[config.mk]
export PLATFORM = sky130hd
export DESIGN_NAME = seven_segment_capture
export DESIGN_NICKNAME = d
export VERILOG_FILES = /design/src/rtl/seven_segment_capture.sv
export SDC_FILE = /design/constraint.sdc
export NUM_CORES = 1
export LEC_CHECK = 0
export BUFFER_PORTS_ARGS = -buffer_cell sky130_fd_sc_hd__buf_2
export CORE_AREA = 2 2 143 145
export CTS_BUF_LIST = sky130_fd_sc_hd__clkbuf_8 sky130_fd_sc_hd__clkbuf_16
export CTS_CLUSTER_SIZE = 30
export DETAILED_ROUTE_END_ITERATION = 7
export DIE_AREA = 0 0 145 147
export GPL_TIMING_DRIVEN = 0
export MAX_ROUTING_LAYER = met4
export SYNTH_ARGS = -nofsm -noshare
export SYNTH_HDL_FRONTEND = slang
export SYNTH_SLANG_ARGS = --single-unit
[constraint.sdc]
create_clock -name clk_in -period 3.45 [get_ports clk_in]
set_clock_uncertainty 0.1 [all_clocks]
set_input_delay 1.035 -clock clk_in [delete_from_list [all_inputs] [get_ports clk_in]]
set_output_delay 1.035 -clock clk_in [all_outputs]
set_load 0.03 [all_outputs]
[src/rtl/seven_segment_capture.sv]
// seven_segment_capture
// Receiving end of an active-low multiplexed 8-digit seven-segment display.
// It samples the anode and cathode lines and rebuilds the displayed 32-bit hex
// value, a per-digit blank mask and a sticky decode-error flag. Results update
// atomically, once per complete scan of all eight digits.
// Optional feature: define SEVEN_SEGMENT_CAPTURE_DP_EN to add the decimal-point
// input dp_in and the per-digit output dp_out.
//
// state   | meaning
// COLLECT | accumulate accepted digits into the shadow frame; run the timeout
// COMMIT  | one cycle: copy the shadow frame to the outputs, clear seen

module seven_segment_capture #(
    parameter int unsigned SETTLE_CYCLES  = 16,
    parameter int unsigned TIMEOUT_CYCLES = 2000000
) (
    input  logic        clk_in,
    input  logic        rst_in,
    input  logic [7:0]  an_in,
    input  logic [6:0]  cat_in,
`ifdef SEVEN_SEGMENT_CAPTURE_DP_EN
    input  logic        dp_in,
    output logic [7:0]  dp_out,
`endif
    output logic [31:0] value_out,
    output logic [7:0]  blank_out,
    output logic        frame_valid_out,
    output logic        error_out,
    output logic        stale_out
);

`ifdef SEVEN_SEGMENT_CAPTURE_DP_EN
    localparam int SW = 16;
`else
    localparam int SW = 15;
`endif
    localparam logic [15:0] SETTLE_LAST  = 16'(SETTLE_CYCLES - 1);
    localparam logic [31:0] TIMEOUT_LAST = 32'(TIMEOUT_CYCLES - 1);
    localparam logic [0:0]  S_COLLECT    = 1'b0;
    localparam logic [0:0]  S_COMMIT     = 1'b1;

    logic [SW-1:0] w_raw;
    logic [SW-1:0] r_sync1, r_sync2, r_prev;
    logic [15:0]   r_settle;
    logic          w_accept;
    logic [7:0]    w_act;
    logic [6:0]    w_seg;
    logic          w_onehot, w_multi, w_seg_ok, w_blank;
    logic [3:0]    w_nib;
    logic [2:0]    w_idx;

    logic [0:0]    r_state;
    logic [7:0]    r_seen;
    logic [31:0]   r_shadow_val;
    logic [7:0]    r_shadow_blank;
    logic [31:0]   r_timeout;
    logic          r_err_pend;
    logic [31:0]   r_value;
    logic [7:0]    r_blank;
    logic          r_frame_valid, r_error, r_stale;

`ifdef SEVEN_SEGMENT_CAPTURE_DP_EN
    logic [7:0]    r_shadow_dp, r_dp;
    assign w_raw  = {dp_in, an_in, cat_in};
    assign dp_out = r_dp;
`else
    assign w_raw  = {an_in, cat_in};
`endif

    assign value_out       = r_value;
    assign blank_out       = r_blank;
    assign frame_valid_out = r_frame_valid;
    assign error_out       = r_error;
    assign stale_out       = r_stale;

    // Two-flop synchronizer; reset to all-ones so the display looks idle.
    always_ff @(posedge clk_in) begin
        if (rst_in) begin
            r_sync1 <= '1;
            r_sync2 <= '1;
        end else begin
            r_sync1 <= w_raw;
            r_sync2 <= r_sync1;
        end
    end

    // Settle counter: restart on any change of the sampled lines, else count up and saturate.
    always_ff @(posedge clk_in) begin
        if (rst_in) begin
            r_prev   <= '1;
            r_settle <= '0;
        end else begin
            r_prev <= r_sync2;
            if (r_sync2 != r_prev)
                r_settle <= '0;
            else if (r_settle != 16'hFFFF)
                r_settle <= r_settle + 16'd1;
        end
    end

    // r_prev holds the value that has been stable for r_settle+1 cycles.
    assign w_accept = (r_settle == SETTLE_LAST);
    assign w_act    = ~r_prev[14:7];
    assign w_seg    = ~r_prev[6:0];
    assign w_onehot = (w_act != 8'd0) && ((w_act & (w_act - 8'd1)) == 8'd0);
    assign w_multi  = (w_act != 8'd0) && !w_onehot;

    // Active digit index (only meaningful when the anode pattern is one-hot).
    always_comb begin
        w_idx = 3'd0;
        for (int i = 0; i < 8; i++)
            if (w_act[i]) w_idx = 3'(i);
    end

    // Segment pattern (g..a) to hex nibble; all-dark is a blank digit.
    always_comb begin
        w_nib    = 4'h0;
        w_blank  = 1'b0;
        w_seg_ok = 1'b1;
        case (w_seg)
            7'h3F: w_nib = 4'h0;
            7'h06: w_nib = 4'h1;
            7'h5B: w_nib = 4'h2;
            7'h4F: w_nib = 4'h3;
            7'h66: w_nib = 4'h4;
            7'h6D: w_nib = 4'h5;
            7'h7D: w_nib = 4'h6;
            7'h07: w_nib = 4'h7;
            7'h7F: w_nib = 4'h8;
            7'h6F: w_nib = 4'h9;
            7'h77: w_nib = 4'hA;
            7'h7C: w_nib = 4'hB;
            7'h39: w_nib = 4'hC;
            7'h5E: w_nib = 4'hD;
            7'h79: w_nib = 4'hE;
            7'h71: w_nib = 4'hF;
            7'h00: w_blank = 1'b1;
            default: w_seg_ok = 1'b0;
        endcase
    end

    // Frame FSM: shadow accumulation, timeout, error tracking and atomic commit.
    always_ff @(posedge clk_in) begin
        if (rst_in) begin
            r_state        <= S_COLLECT;
            r_seen         <= '0;
            r_shadow_val   <= '0;
            r_shadow_blank <= '0;
            r_timeout      <= '0;
            r_err_pend     <= 1'b0;
            r_value        <= '0;
            r_blank        <= 8'hFF;
            r_frame_valid  <= 1'b0;
            r_error        <= 1'b0;
            r_stale        <= 1'b0;
`ifdef SEVEN_SEGMENT_CAPTURE_DP_EN
            r_shadow_dp    <= '0;
            r_dp           <= '0;
`endif
        end else begin
            r_frame_valid <= 1'b0;
            case (r_state)
                S_COLLECT: begin
                    if (w_accept && w_onehot) begin
                        r_timeout <= '0;
                    end else if (r_timeout == TIMEOUT_LAST) begin
                        r_timeout <= '0;
                        r_seen    <= '0;
                        r_stale   <= 1'b1;
                    end else begin
                        r_timeout <= r_timeout + 32'd1;
                    end

                    if (w_accept && w_multi) begin
                        r_error    <= 1'b1;
                        r_err_pend <= 1'b1;
                    end

                    if (w_accept && w_onehot) begin
                        if (w_seg_ok) begin
                            r_shadow_val[{w_idx, 2'b00} +: 4] <= w_nib;
                            r_shadow_blank[w_idx]             <= w_blank;
                            r_seen[w_idx]                     <= 1'b1;
`ifdef SEVEN_SEGMENT_CAPTURE_DP_EN
                            r_shadow_dp[w_idx]                <= ~r_prev[15];
`endif
                            if ((r_seen | w_act) == 8'hFF)
                                r_state <= S_COMMIT;
                        end else begin
                            r_error    <= 1'b1;
                            r_err_pend <= 1'b1;
                        end
                    end
                end
                default: begin
                    r_value       <= r_shadow_val;
                    r_blank       <= r_shadow_blank;
`ifdef SEVEN_SEGMENT_CAPTURE_DP_EN
                    r_dp          <= r_shadow_dp;
`endif
                    r_frame_valid <= 1'b1;
                    // error_out survives this commit only if this frame saw an error
                    r_error       <= r_err_pend;
                    r_err_pend    <= 1'b0;
                    r_stale       <= 1'b0;
                    r_seen        <= '0;
                    r_state       <= S_COLLECT;
                end
            endcase
        end
    end

endmodule

**Yosys cells after proc, flatten, opt, wreduce, memory -nomap -nowiden**

Cells that the tools add are included.

- Output and inout bits: 43
- Bits in registers: 186
- Input port bits: 17
- Logic and storage cells: 98

- $add $sub $neg: 4
- Eq/ne operators: 21
- Order comparisons: 2
- Mux-type cells: 31
- Shift-type cells: 2
- Reduce and logical (&&, ||, !) cells: 15
- Bitwise operators: 8

Operators by type and width:

| kind | number |
|---|---|
| 7-bit equality test, second input constant | 12 |
| 32-bit two-way mux | 2 |
| 4-bit case mux with 15 select lines | 1 |
| 8-bit two-way mux | 6 |
| 32-bit by 1-bit adder with 32-bit output, second input constant | 1 |
| 32-bit bitwise mux | 1 |
| 32-bit by 21-bit equality test with 1-bit output, second input constant | 1 |
| 4-bit by 7-bit variable shift with 32-bit output, first input constant | 1 |
| 4-bit by 7-bit indexed part select with 32-bit output | 1 |
| 3-bit two-way mux | 6 |
| 17-bit OR reduction | 1 |
| 16-bit by 1-bit adder with 16-bit output, second input constant | 1 |
| 16-bit by 4-bit equality test with 1-bit output, second input constant | 1 |
| 16-bit != test, second input constant | 1 |
| 8-bit bitwise OR | 2 |
| 15-bit != test | 1 |
| 7-bit by 3-bit equality test with 1-bit output, second input constant | 2 |
| 7-bit by 6-bit equality test with 1-bit output, second input constant | 2 |
| 1-bit two-way mux | 13 |
| 8-bit bitwise AND | 1 |
| 8-bit bitwise mux | 1 |
| 8-bit equality test, second input constant | 1 |
| 8-bit zero test | 1 |
| 8-bit NOT | 1 |
| other kinds (15) | 22 |

**Depth between registers and ports, before layout**

Gate-level depths: netlist of the first run.

- Depth after elaboration: 15
- Gate-level depth with buffers: 15
- Gate-level depth less buffers: 11

**Worst setup path before layout of the first run**

No wires, ideal clock.

- Path kind: register -> register
- Start: reg r_prev[8]
- End: reg r_shadow_val[0]
- Data arrival time: 2889 ps
- Slack: 340 ps
- Library setup time: 121 ps
- Period minus slack after synthesis: 3110 ps
- Stages on the path, launching flop included: 15
- Buffers on the path: 4
- Required time: 3229 ps
- Path through: dfxtp_1 clkbuf_1 nand2b_1 a21oi_1 o21a_1 inv_1 clkbuf_1 clkbuf_1 ha_1 ha_1 clkbuf_1 nor2_1 nand2_1 nor4_4 mux2_4

- Cells in the longest elaborated chain, start to end: 11
- Elaborated cells between the ends (all ways): 19
- Classes of those cells: add/sub: 2; shift: 2; mux: 8; bitwise: 2; reduce/logical: 5

Ends and longest elaborated chain:

| what | RTL line | RTL |
|---|---|---|
| start, declared | 43 | `logic [SW-1:0] r_sync1, r_sync2, r_prev;` |
| start signal, assigned | 93 | `r_prev <= r_sync2;` |
| 8-bit NOT * | 103 | `assign w_act = ~r_prev[14:7];` |
| 1-bit two-way mux | 112 | `if (w_act[i]) w_idx = 3'(i);` |
| 3-bit two-way mux (6 in a row) | 112 |  |
| 5-bit negator with 7-bit output | 181 | `r_shadow_val[{w_idx, 2'b00} +: 4] <= w_nib;` |
| 4-bit by 7-bit indexed part select with 32-bit output / 4-bit by 7-bit variable shift with 32-bit output (equally long branches) | 181 |  |
| 32-bit bitwise mux | 181 |  |
| end signal, assigned by index | 181 |  |
| end, declared | 54 | `logic [31:0] r_shadow_val;` |

Mark *: on every way between the ends. The rest lies on a longest branch, timed or not.
A chain may end at the register's enable or synchronous reset.

**Final worst setup path of the first run**

- Start: reg r_prev[11]
- End: reg r_shadow_val[30]

- Cells in the longest elaborated chain, start to end: 8
- Elaborated cells between the ends (all ways): 16
- Classes of those cells: add/sub: 2; shift: 2; mux: 5; bitwise: 2; reduce/logical: 5

Ends and longest elaborated chain:

| what | RTL line |
|---|---|
| 8-bit NOT * | 103 |
| 3-bit two-way mux (4 in a row) | 112 |
| 5-bit negator with 7-bit output | 181 |
| 4-bit by 7-bit indexed part select with 32-bit output / 4-bit by 7-bit variable shift with 32-bit output (equally long branches) | 181 |
| 32-bit bitwise mux | 181 |

Marks and branches as above.

==> results of run 1 <==
how the worst min path moves through the flow:
stage	startpoint	endpoint	slack (ns)	cells past startpoint
floorplan	r_sync1[0]$_SDFF_PP1_	r_sync2[0]$_SDFF_PP1_	0.29	1
global placement	r_sync1[1]$_SDFF_PP1_	r_sync2[1]$_SDFF_PP1_	0.29	1
detailed placement	r_sync1[2]$_SDFF_PP1_	r_sync2[2]$_SDFF_PP1_	0.29	1
CTS	r_sync1[8]$_SDFF_PP1_	r_sync2[8]$_SDFF_PP1_	0.31	1
global route	r_sync1[14]$_SDFF_PP1_	r_sync2[14]$_SDFF_PP1_	0.32	1
finish	r_sync1[6]$_SDFF_PP1_	r_sync2[6]$_SDFF_PP1_	0.31	1
sequential cells by signal, indices dropped and copies added (netlist names):
signal	cells
blank_out	8
error_out	1
frame_valid_out	1
r_err_pend	1
r_prev	15
r_seen	8
r_settle	16
r_shadow_blank	8
r_shadow_val	32
r_state	1
r_sync1	15
r_sync2	15
r_timeout	32
stale_out	1
value_out	32
cells in the final DEF (no fill, tap or decap), drive strengths merged, types with 4 or more instances in the layout:
| master | netlist | layout |
|---|---|---|
| a211oi | 7 | 7 |
| a21o | 5 | 5 |
| a21oi | 37 | 37 |
| a31o | 4 | 4 |
| a31oi | 21 | 21 |
| and2 | 6 | 6 |
| and3 | 13 | 13 |
| and4 | 8 | 8 |
| buf | 26 | 84 |
| clkbuf | 40 | 55 |
| dfxtp | 186 | 186 |
| ha | 4 | 4 |
| inv | 19 | 27 |
| mux2i | 60 | 60 |
| nand2 | 77 | 77 |
| nand2b | 14 | 14 |
| nand3 | 34 | 34 |
| nand4 | 18 | 18 |
| nand4b | 4 | 4 |
| nor2 | 77 | 77 |
| nor2b | 7 | 7 |
| nor3 | 28 | 28 |
| nor4 | 25 | 25 |
| nor4b | 5 | 5 |
| o21a | 5 | 5 |
| o21ai | 21 | 21 |
| o2bb2ai | 6 | 6 |
| o311ai | 4 | 4 |
| o31ai | 17 | 17 |
| o41ai | 5 | 5 |
| or2 | 49 | 49 |
| or3 | 11 | 11 |
| xnor2 | 9 | 9 |
| xor2 | 21 | 21 |
through the flow:
stage / cells / hold WS [ns]
final: 1275 / 0.308
after global routing: 1275 / 0.318
after CTS: 1276 / 0.311
after detailed placement: 1246 / 0.293
after global placement: 1246 / 0.291
after floorplan: 918 / 0.289
per-layer routing:
| layer | wire length, um | GRT usage | up-vias |
|---|---|---|---|
| met1 | 10100 | 0.278 | 3255 |
| met5 | 0 | - | - |
| met2 | 8500 | 0.286 | 174 |
| li1 | - | - | 3440 |
| met4 | 259 | 0.0609 | 0 |
| met3 | 986 | 0.0335 | 27 |
report_power, final:
group,leakage (nW),internal (mW),total [mW],switching [mW]
logic,1.64,0.0891,0.275,0.186
clock network,0.313,1.20,2.12,0.919
registers,1.51,2.18,2.20,0.0209
total,3.46,3.46,4.59,1.13
Yosys cell counts (all sizes together), types with 4 or more instances:
master   instances
o2bb2ai          6
o21a             5
nor4            25
a31oi           21
nand3           34
or2             49
a21oi           37
a31o             4
nand2b          14
clkbuf          40
dfxtp          186
and3            13
and4             8
nor2b            7
or3             11
and2             6
mux2i           60
nand4b           4
a21o             5
xnor2            9
nand2           77
nand4           18
o41ai            5
o31ai           17
nor2            77
inv             19
xor2            21
nor4b            5
buf             26
a211oi           7
nor3            28
o311ai           4
ha               4
o21ai           21
what timing repair did:
item / CTS / global route
resized for setup: 5 / 5
setup endpoints to repair: 32 / 26
gates cloned: 0 / 0
cell families (layout without fill, tap and decap cells):
family | Yosys count | count (layout) | synth area share
fa+ha+maj | 5 | 5 | 0.00730
flops | 186 | 186 | 0.453
xor+xnor | 30 | 30 | 0.0319
buf+inv | 86 | 173 | 0.0434
simple gates | 391 | 391 | 0.255
mux | 63 | 63 | 0.0780
compound gates | 157 | 157 | 0.132
final cells by class:
class	instances	area, sq um	share of cell area
tap	270	338	0.0356
multi-input combinational	646	4150	0.437
buffer	63	275	0.0290
sequential	186	3720	0.392
timing repair buffer	58	290	0.0306
clock buffer	18	439	0.0462
clock inverter	14	203	0.0213
inverter	20	75.1	0.00791
critical path: stages (launching register included):
cell      delay [ns]
dfxtp_1         0.30
buf_2           0.19
inv_1           0.11
a21oi_1         0.22
o21a_2          0.22
inv_1           0.08
buf_2           0.20
clkbuf_4        0.22
ha_1            0.22
ha_2            0.35
or2_1           0.32
nor2_1          0.10
and4_1          0.29
nand3_1         0.11
a21oi_1         0.16
==> flow_summary.json, run 1 <==
{
  "status": "finished clean",
  "num_rows": 52,
  "final_nets": 1013,
  "cts.htree.levels": 4,
  "io_pins": 60,
  "start_util": 0.415,
  "reg2reg_depth": 14,
  "die_h_um": 147,
  "placed_cell_area_sq_um": 8850,
  "place_ws_ns": -0.387,
  "worst_pin_slew_ns": 0.985,
  "timing.rr.start": "r_prev[11]$_SDFF_PP1_",
  "ys.flop_type": "dfxtp_1",
  "ir_drop_mv": 0.358,
  "power_density_nw_per_um2": 483,
  "grtUsageTotal": 0.196,
  "insertion_delay_ns": 0.44,
  "slew_headroom": 0.338,
  "drt-initial-drc-count": 455,
  "max_clock_freq_ghz": 0.306,
  "hold_viol": 0,
  "synth_largest_area_cell": "dfxtp_1",
  "synth.area.top_cells": "dfxtp_1, mux2i_1, or2_2, nand2_1, nor2_1",
  "synth_edf_count": 0,
  "core_area_sq_um": 19800,
  "die_x_um": 145,
  "cts.repair_timing.setup_buffer_count": 0,
  "diodes": 0,
  "io_buffers": 58,
  "syn_to_final_growth_pct": 15.5,
  "hold_buffers": 0,
  "critical_path_peak_fanout": 10,
  "ant_nets": 0,
  "fillCellCount": 1939,
  "crit_arrival_ns": 3.52,
  "viasPerCell": 5.41,
  "wl_per_cell_um": 15.6,
  "dp_hpwl_mm": 14.1,
  "drv_cap": 0,
  "syn_nets": 939,
  "worstSetupStartpoint": "r_prev[11]$_SDFF_PP1_",
  "root_buffer": "clkbuf_16",
  "hold_path_class": "reg -> reg",
  "gr-total-overflow": 0,
  "tritoncts": "yes",
  "startpoint_type": "register",
  "grt_pass1_vias": 6384,
  "final_area_sq_um": 9500,
  "yosysSeqAreaShare": 0.453,
  "avgSynthCellArea_sq_um": 8.96,
  "grt_max_degree": 19,
  "synthArstFlopShare": 0,
  "crit_end": "r_shadow_val[30]$_SDFFE_PP0P_",
  "path_clk_slew_ns": 0.08,
  "required_ns": 3.71,
  "maxSlewViolCount": 0,
  "die_area_sq_um": 21300,
  "synth_top_area_frac": 0.453,
  "mappedNetlistArea_sq_um": 8230,
  "end_kind": "register",
  "yosys_warnings": 0,
  "fin_setup_tns_ns": 0,
  "antenna_found_initial": 0,
  "ys_types": 73,
  "drive_gt1_frac": 0.179,
  "worstSetupPathType": "reg -> reg",
  "numCtsBuffers": 17,
  "clockBufferDepth": 2,
  "p_leak_nw": 3.46,
  "wl_mm": 19.8,
  "vias": 6896,
  "utilization": 0.479,
  "grt_pass1_wl_mm": 33.2,
  "cts.sinks": 186,
  "r2r-end": "r_shadow_val[30]$_SDFFE_PP0P_",
  "p_total_mw": 4.59,
  "first_pass_iters": 4,
  "r2r_setup_slack_ns": 0.18,
  "setup_ws_ns": 0.184,
  "ys_seq_elements": 186,
  "postSynthCellCount": 918,
  "routabilityCongestion": 0.912,
  "setup_violations": 0,
  "min_period_ns": 3.27,
  "rsz0062_at_grt": "no",
  "drcViolationCount": 0,
  "finalCritPeriodShare": 0.947
}
No activity file was read; power rests on OpenSTA's default activity.
==> run 2: changes to the inputs <==
--- a/config.mk
+++ b/config.mk
@@ -5,7 +5,7 @@
 export SDC_FILE = /design/constraint.sdc
 export NUM_CORES = 1
 export LEC_CHECK = 0
-export BUFFER_PORTS_ARGS = -buffer_cell sky130_fd_sc_hd__buf_2
+export BUFFER_PORTS_ARGS = -buffer_cell sky130_fd_sc_hd__buf_4
 export CORE_AREA = 2 2 143 145
 export CTS_BUF_LIST = sky130_fd_sc_hd__clkbuf_8 sky130_fd_sc_hd__clkbuf_16
 export CTS_CLUSTER_SIZE = 30
@@ -13,6 +13,7 @@
 export DIE_AREA = 0 0 145 147
 export GPL_TIMING_DRIVEN = 0
 export MAX_ROUTING_LAYER = met4
+export PLACE_DENSITY = 0.66
 export SYNTH_ARGS = -nofsm -noshare
 export SYNTH_HDL_FRONTEND = slang
 export SYNTH_SLANG_ARGS = --single-unit
==> flow_summary.json, run 2 (synthesized netlist as in run 1, its figures left out) <==
{
  "max_clock_freq_ghz": 0.308,
  "critPathMaxStageDelay_ns": 0.50,
  "grt_max_degree": 18,
  "cpMaxStageDelayCell": "dfxtp_1",
  "r2r-end": "r_shadow_val[28]$_SDFFE_PP0P_",
  "mostFrequentLayoutCell": "dfxtp_1",
  "routabilityCongestion": 0.927,
  "crit_top_cell": "a21oi_1",
  "status": "finished clean",
  "globalRouteMet1Util": 0.263,
  "worst_pin_slew_ns": 0.970,
  "final_nets": 1013,
  "root_buffer": "clkbuf_16",
  "diodes": 0,
  "p_int_mw": 3.21,
  "pwr-share-clk": 0.425,
  "critPathBufInv": 3,
  "hold_viol": 0,
  "r2r_setup_slack_ns": 0.20,
  "cts.repair_timing.setup_buffer_count": 0,
  "min_to": "r_sync2[13]$_SDFF_PP1_",
  "place_ws_ns": -0.426,
  "comb_power_share": 0.064,
  "crit_chain": "nand2b_1, a21oi_1, o21a_2, inv_1, buf_2, clkbuf_4, ha_1, ha_2, or2_1, nor2_1, and4_1, nand3_1, a21oi_1",
  "drv_cap": 0,
  "fillCellCount": 1909,
  "timing.rr.start": "r_prev[9]$_SDFF_PP1_",
  "ir_drop_mv": 0.394,
  "hp-start": "r_sync1[13]$_SDFF_PP1_",
  "drive_gt1_frac": 0.175,
  "grt_pass1_vias": 6269,
  "dp_hpwl_mm": 13.7,
  "syn_to_final_growth_pct": 16.1,
  "crit_arrival_ns": 3.51,
  "viasPerCell": 5.38,
  "slew_headroom": 0.348,
  "tritoncts": "yes",
  "final-seq-area_sq_um": 3720,
  "io_pins": 60,
  "die_h_um": 147,
  "insertion_delay_ns": 0.44,
  "multi_input_area_sq_um": 4150,
  "maxSlewViolCount": 0,
  "die_area_sq_um": 21300,
  "p_leak_nw": 3.44,
  "cts.sinks": 186,
  "cts.htree.levels": 4,
  "hold_path_class": "reg -> reg",
  "grt_pass1_wl_mm": 32.1,
  "numCtsBuffers": 17,
  "wl_per_cell_um": 15.1,
  "met2_usage": 0.279,
  "crit_family": "simple AND/OR/NAND/NOR gates",
  "hold_depth": 1,
  "antenna_found_initial": 0,
  "path_depth": 13,
  "finalCritPeriodShare": 0.942,
  "reg2reg_depth": 13,
  "num_rows": 52,
  "setup_ws_ns": 0.199,
  "die_x_um": 145,
  "gr-total-overflow": 0,
  "wl_mm": 19.2,
  "end_kind": "register",
  "rsz0062_at_grt": "no",
  "final_cell_mix": "dfxtp_1, nand2_1, nor2_1",
  "ant_nets": 0,
  "io_buffers": 58,
  "p_sw_frac": 0.254,
  "placed_cell_area_sq_um": 9000,
  "clockBufferDepth": 2,
  "worstSetupPathType": "reg -> reg",
  "first_pass_iters": 5,
  "grt_busiest_layer": "met2",
  "setup_violations": 0,
  "start_util": 0.415,
  "vias": 6854,
  "final_area_sq_um": 9550,
  "p_switching_mw": 1.09,
  "drt-initial-drc-count": 482,
  "startpoint_type": "register",
  "p_seq_frac": 0.511,
  "grtUsageMet3": 0.0419,
  "power_density_nw_per_um2": 450,
  "critical_path_peak_fanout": 10,
  "min_period_ns": 3.25,
  "required_ns": 3.71,
  "grtUsageTotal": 0.189,
  "drcViolationCount": 0,
  "core_area_sq_um": 19800,
  "path_clk_slew_ns": 0.07,
  "p_total_mw": 4.30
}
## run 2: worst max path at each step
stage | start | end | slack (ns)
global placement | r_prev[8]$_SDFF_PP1_ | r_shadow_val[29]$_SDFFE_PP0P_ | -0.38
finish | r_prev[9]$_SDFF_PP1_ | r_shadow_val[28]$_SDFFE_PP0P_ | 0.20
floorplan | r_prev[8]$_SDFF_PP1_ | r_shadow_val[0]$_SDFFE_PP0P_ | 0.34
CTS | r_prev[8]$_SDFF_PP1_ | r_shadow_val[28]$_SDFFE_PP0P_ | 0.03
global route | r_prev[8]$_SDFF_PP1_ | r_shadow_val[28]$_SDFFE_PP0P_ | 0.004
detailed placement | r_prev[8]$_SDFF_PP1_ | r_shadow_val[28]$_SDFFE_PP0P_ | -0.43
## run 2: repair_timing
item / 4_1_cts / 5_1_grt
hold buffers: 0 / 0
endpoints found under the setup margin: 32 / 25
resized for setup: 4 / 4
## run 2: per-stage QoR
stage / setup TNS, ns / utilization / cells / hold WS (ns)
finish: 0 / 0.481 / 1275 / 0.303
CTS: 0 / 0.481 / 1277 / 0.302
global route: 0 / 0.481 / 1275 / 0.321
detailed placement: -7.79 / 0.453 / 1246 / 0.292
floorplan: 0 / - / 918 / 0.289
global placement: -6.06 / 0.453 / 1246 / 0.292
## run 2: power by group through the flow
| stage | logic (mW) | registers, mW | clock network [mW] |
|---|---|---|---|
| global route | 0.302 | 2.20 | 1.97 |
| detailed placement | 0.267 | 2.25 | 0 |
| CTS | 0.269 | 2.19 | 1.87 |
| floorplan | 0.190 | 2.24 | 0 |
| global placement | 0.265 | 2.24 | 0 |
| finish | 0.274 | 2.20 | 1.83 |
## run 2: metal layers
metal / vias to the layer above / share of wire
met5: - / 0
met4: 0 / 0.011
met3: 18 / 0.058
met2: 204 / 0.43
met1: 3187 / 0.50
li1: 3445 / -
## run 2: worst register-to-register path, cell delays in order (launching register included)
cell      delay (ns)
dfxtp_1         0.50
nand2b_1        0.10
a21oi_1         0.22
o21a_2          0.21
inv_1           0.09
buf_2           0.20
clkbuf_4        0.22
ha_1            0.21
ha_2            0.34
or2_1           0.33
nor2_1          0.10
and4_1          0.27
nand3_1         0.12
a21oi_1         0.16
## run 2: final cells by class
type / instances / share of cell area
Timing Repair Buffer: 58 / 0.0456
Buffer: 63 / 0.0288
Clock buffer: 17 / 0.0446
Sequential cell: 186 / 0.390
Multi-Input combinational cell: 646 / 0.435
Tap cell: 270 / 0.0354
Inverter: 20 / 0.00786
Clock inverter: 15 / 0.0130
==> run 3: changes to the inputs <==
--- a/config.mk
+++ b/config.mk
@@ -6,14 +6,15 @@
 export NUM_CORES = 1
 export LEC_CHECK = 0
 export BUFFER_PORTS_ARGS = -buffer_cell sky130_fd_sc_hd__buf_4
-export CORE_AREA = 2 2 143 145
+export CAP_MARGIN = 20
+export CORE_AREA = 2 2 118 177
 export CTS_BUF_LIST = sky130_fd_sc_hd__clkbuf_8 sky130_fd_sc_hd__clkbuf_16
 export CTS_CLUSTER_SIZE = 30
 export DETAILED_ROUTE_END_ITERATION = 7
-export DIE_AREA = 0 0 145 147
+export DIE_AREA = 0 0 120 179
 export GPL_TIMING_DRIVEN = 0
 export MAX_ROUTING_LAYER = met4
-export PLACE_DENSITY = 0.66
+export PLACE_DENSITY = 0.65
 export SYNTH_ARGS = -nofsm -noshare
 export SYNTH_HDL_FRONTEND = slang
 export SYNTH_SLANG_ARGS = --single-unit
==> flow_summary.json, run 3 (synthesized netlist as in run 1, its figures left out) <==
{
  "ant_nets": 0,
  "end_kind": "register",
  "maxSlewViolCount": 0,
  "hold_path_class": "reg -> reg",
  "clockBufferDepth": 2,
  "drv_cap": 0,
  "min_period_ns": 3.22,
  "rsz0062_at_grt": "no",
  "required_ns": 3.67,
  "setup_ws_ns": 0.233,
  "diodes": 0,
  "p_total_mw": 4.61,
  "core_area_sq_um": 20100,
  "ir_drop_mv": 0.355,
  "wl_per_cell_um": 16.1,
  "die_area_sq_um": 21500,
  "io_pins": 60,
  "die_h_um": 179,
  "first_pass_iters": 6,
  "vias": 6979,
  "numCtsBuffers": 17,
  "dp_hpwl_mm": 15.1,
  "cts.sinks": 186,
  "root_buffer": "clkbuf_16",
  "place_ws_ns": -0.461,
  "grt_max_degree": 18,
  "mostFrequentLayoutCell": "dfxtp_1",
  "hold_viol": 0,
  "start_util": 0.409,
  "die_x_um": 120,
  "path_clk_slew_ns": 0.07,
  "final_cell_mix": "dfxtp_1, nand2_1, nor2_1",
  "crit_arrival_ns": 3.43,
  "power_density_nw_per_um2": 478,
  "wl_mm": 20.4,
  "drt-initial-drc-count": 384,
  "slew_headroom": 0.326,
  "tritoncts": "yes",
  "worst_pin_slew_ns": 1.00,
  "gr-total-overflow": 0,
  "grt_pass1_wl_mm": 33.3,
  "grtUsageTotal": 0.200,
  "cts.htree.levels": 4,
  "status": "finished clean",
  "hp-start": "r_sync1[0]$_SDFF_PP1_",
  "num_rows": 64,
  "p_leak_nw": 3.49,
  "final_nets": 1014,
  "worstSetupPathType": "reg -> reg",
  "syn_to_final_growth_pct": 17.4,
  "grt_pass1_vias": 6721,
  "worstSetupStartpoint": "r_prev[11]$_SDFF_PP1_",
  "hold_buffers": 0,
  "setup_violations": 0,
  "insertion_delay_ns": 0.44,
  "critical_path_peak_fanout": 10,
  "finalCritPeriodShare": 0.933,
  "antenna_found_initial": 0,
  "max_clock_freq_ghz": 0.311,
  "timing.rr.start": "r_prev[11]$_SDFF_PP1_",
  "io_buffers": 58,
  "drcViolationCount": 0,
  "routabilityCongestion": 0.994,
  "startpoint_type": "register",
  "viasPerCell": 5.50,
  "drive_gt1_frac": 0.180
}
-- run 3: changes by cell type in the layout (fill, tap and decap cells not counted), sizes merged --
cell      before  now
clkinvlp       4    1
bufinv         0    4
clkinv         5    3
clkbuf        54   56
-- run 3: timing repair --
item,CTS,global route
endpoints found under the hold margin,0,0
pin swaps,0,1
resized for setup,5,4
setup buffers,0,1
setup endpoints to repair,32,26
gates cloned,0,0
-- run 3: where the power goes --
| part | leakage [nW] | switching [mW] | total, mW | internal [mW] |
|---|---|---|---|---|
| Sequential | 1.51 | 0.0213 | 2.20 | 2.18 |
| Clock | 0.316 | 0.878 | 2.13 | 1.25 |
| Combinational | 1.67 | 0.185 | 0.283 | 0.0980 |
-- run 3: final cells by class --
class / count / area (sq um)
sequential: 186 / 3730
clock inverter: 14 / 208
multi-input combinational: 646 / 4160
timing repair buffer: 59 / 443
inverter: 20 / 75.1
buffer: 63 / 275
clock buffer: 18 / 439
fill: 1903 / 10400
tap: 264 / 330
-- run 3: worst paths after layout --
check	end	slack, ns	depth (start not counted)
worst min-delay path	r_sync2[0]$_SDFF_PP1_	0.31	1
worst min register to register	r_sync2[0]$_SDFF_PP1_	0.31	1
worst max register to register	r_shadow_val[1]$_SDFFE_PP0P_	0.23	14
worst max-delay path	r_shadow_val[1]$_SDFFE_PP0P_	0.23	14
-- run 3: metal layers --
metal,vias to the layer above,global-route usage,share of wire
met1,3294,0.201,0.39
met5,-,-,0
met3,68,0.0274,0.030
met2,178,0.371,0.53
met4,0,0.109,0.047
li1,3439,-,-
-- run 3: metrics by stage --
| step | cell area (sq um) | hold slack [ns] | util | instances | TNS, ns |
|---|---|---|---|---|---|
| after CTS | 9640 | 0.308 | 0.480 | 1271 | 0 |
| after global routing | 9660 | 0.320 | 0.480 | 1270 | 0 |
| after global placement | 8990 | 0.292 | 0.447 | 1240 | -7.92 |
| after floorplan | 8230 | 0.289 | - | 918 | 0 |
| final | 9660 | 0.305 | 0.480 | 1270 | 0 |
| after detailed placement | 8990 | 0.293 | 0.447 | 1240 | -9.30 |
-- run 3: critical path, stage by stage, from the launching register on --
cell	delay [ns]
dfxtp_1	0.31
buf_2	0.18
inv_1	0.11
a21oi_1	0.18
o21a_2	0.21
inv_1	0.09
clkbuf_2	0.22
clkbuf_4	0.24
ha_1	0.25
ha_4	0.27
nor2_1	0.11
nand2_1	0.09
nor4_4	0.24
buf_4	0.20
mux2_4	0.30
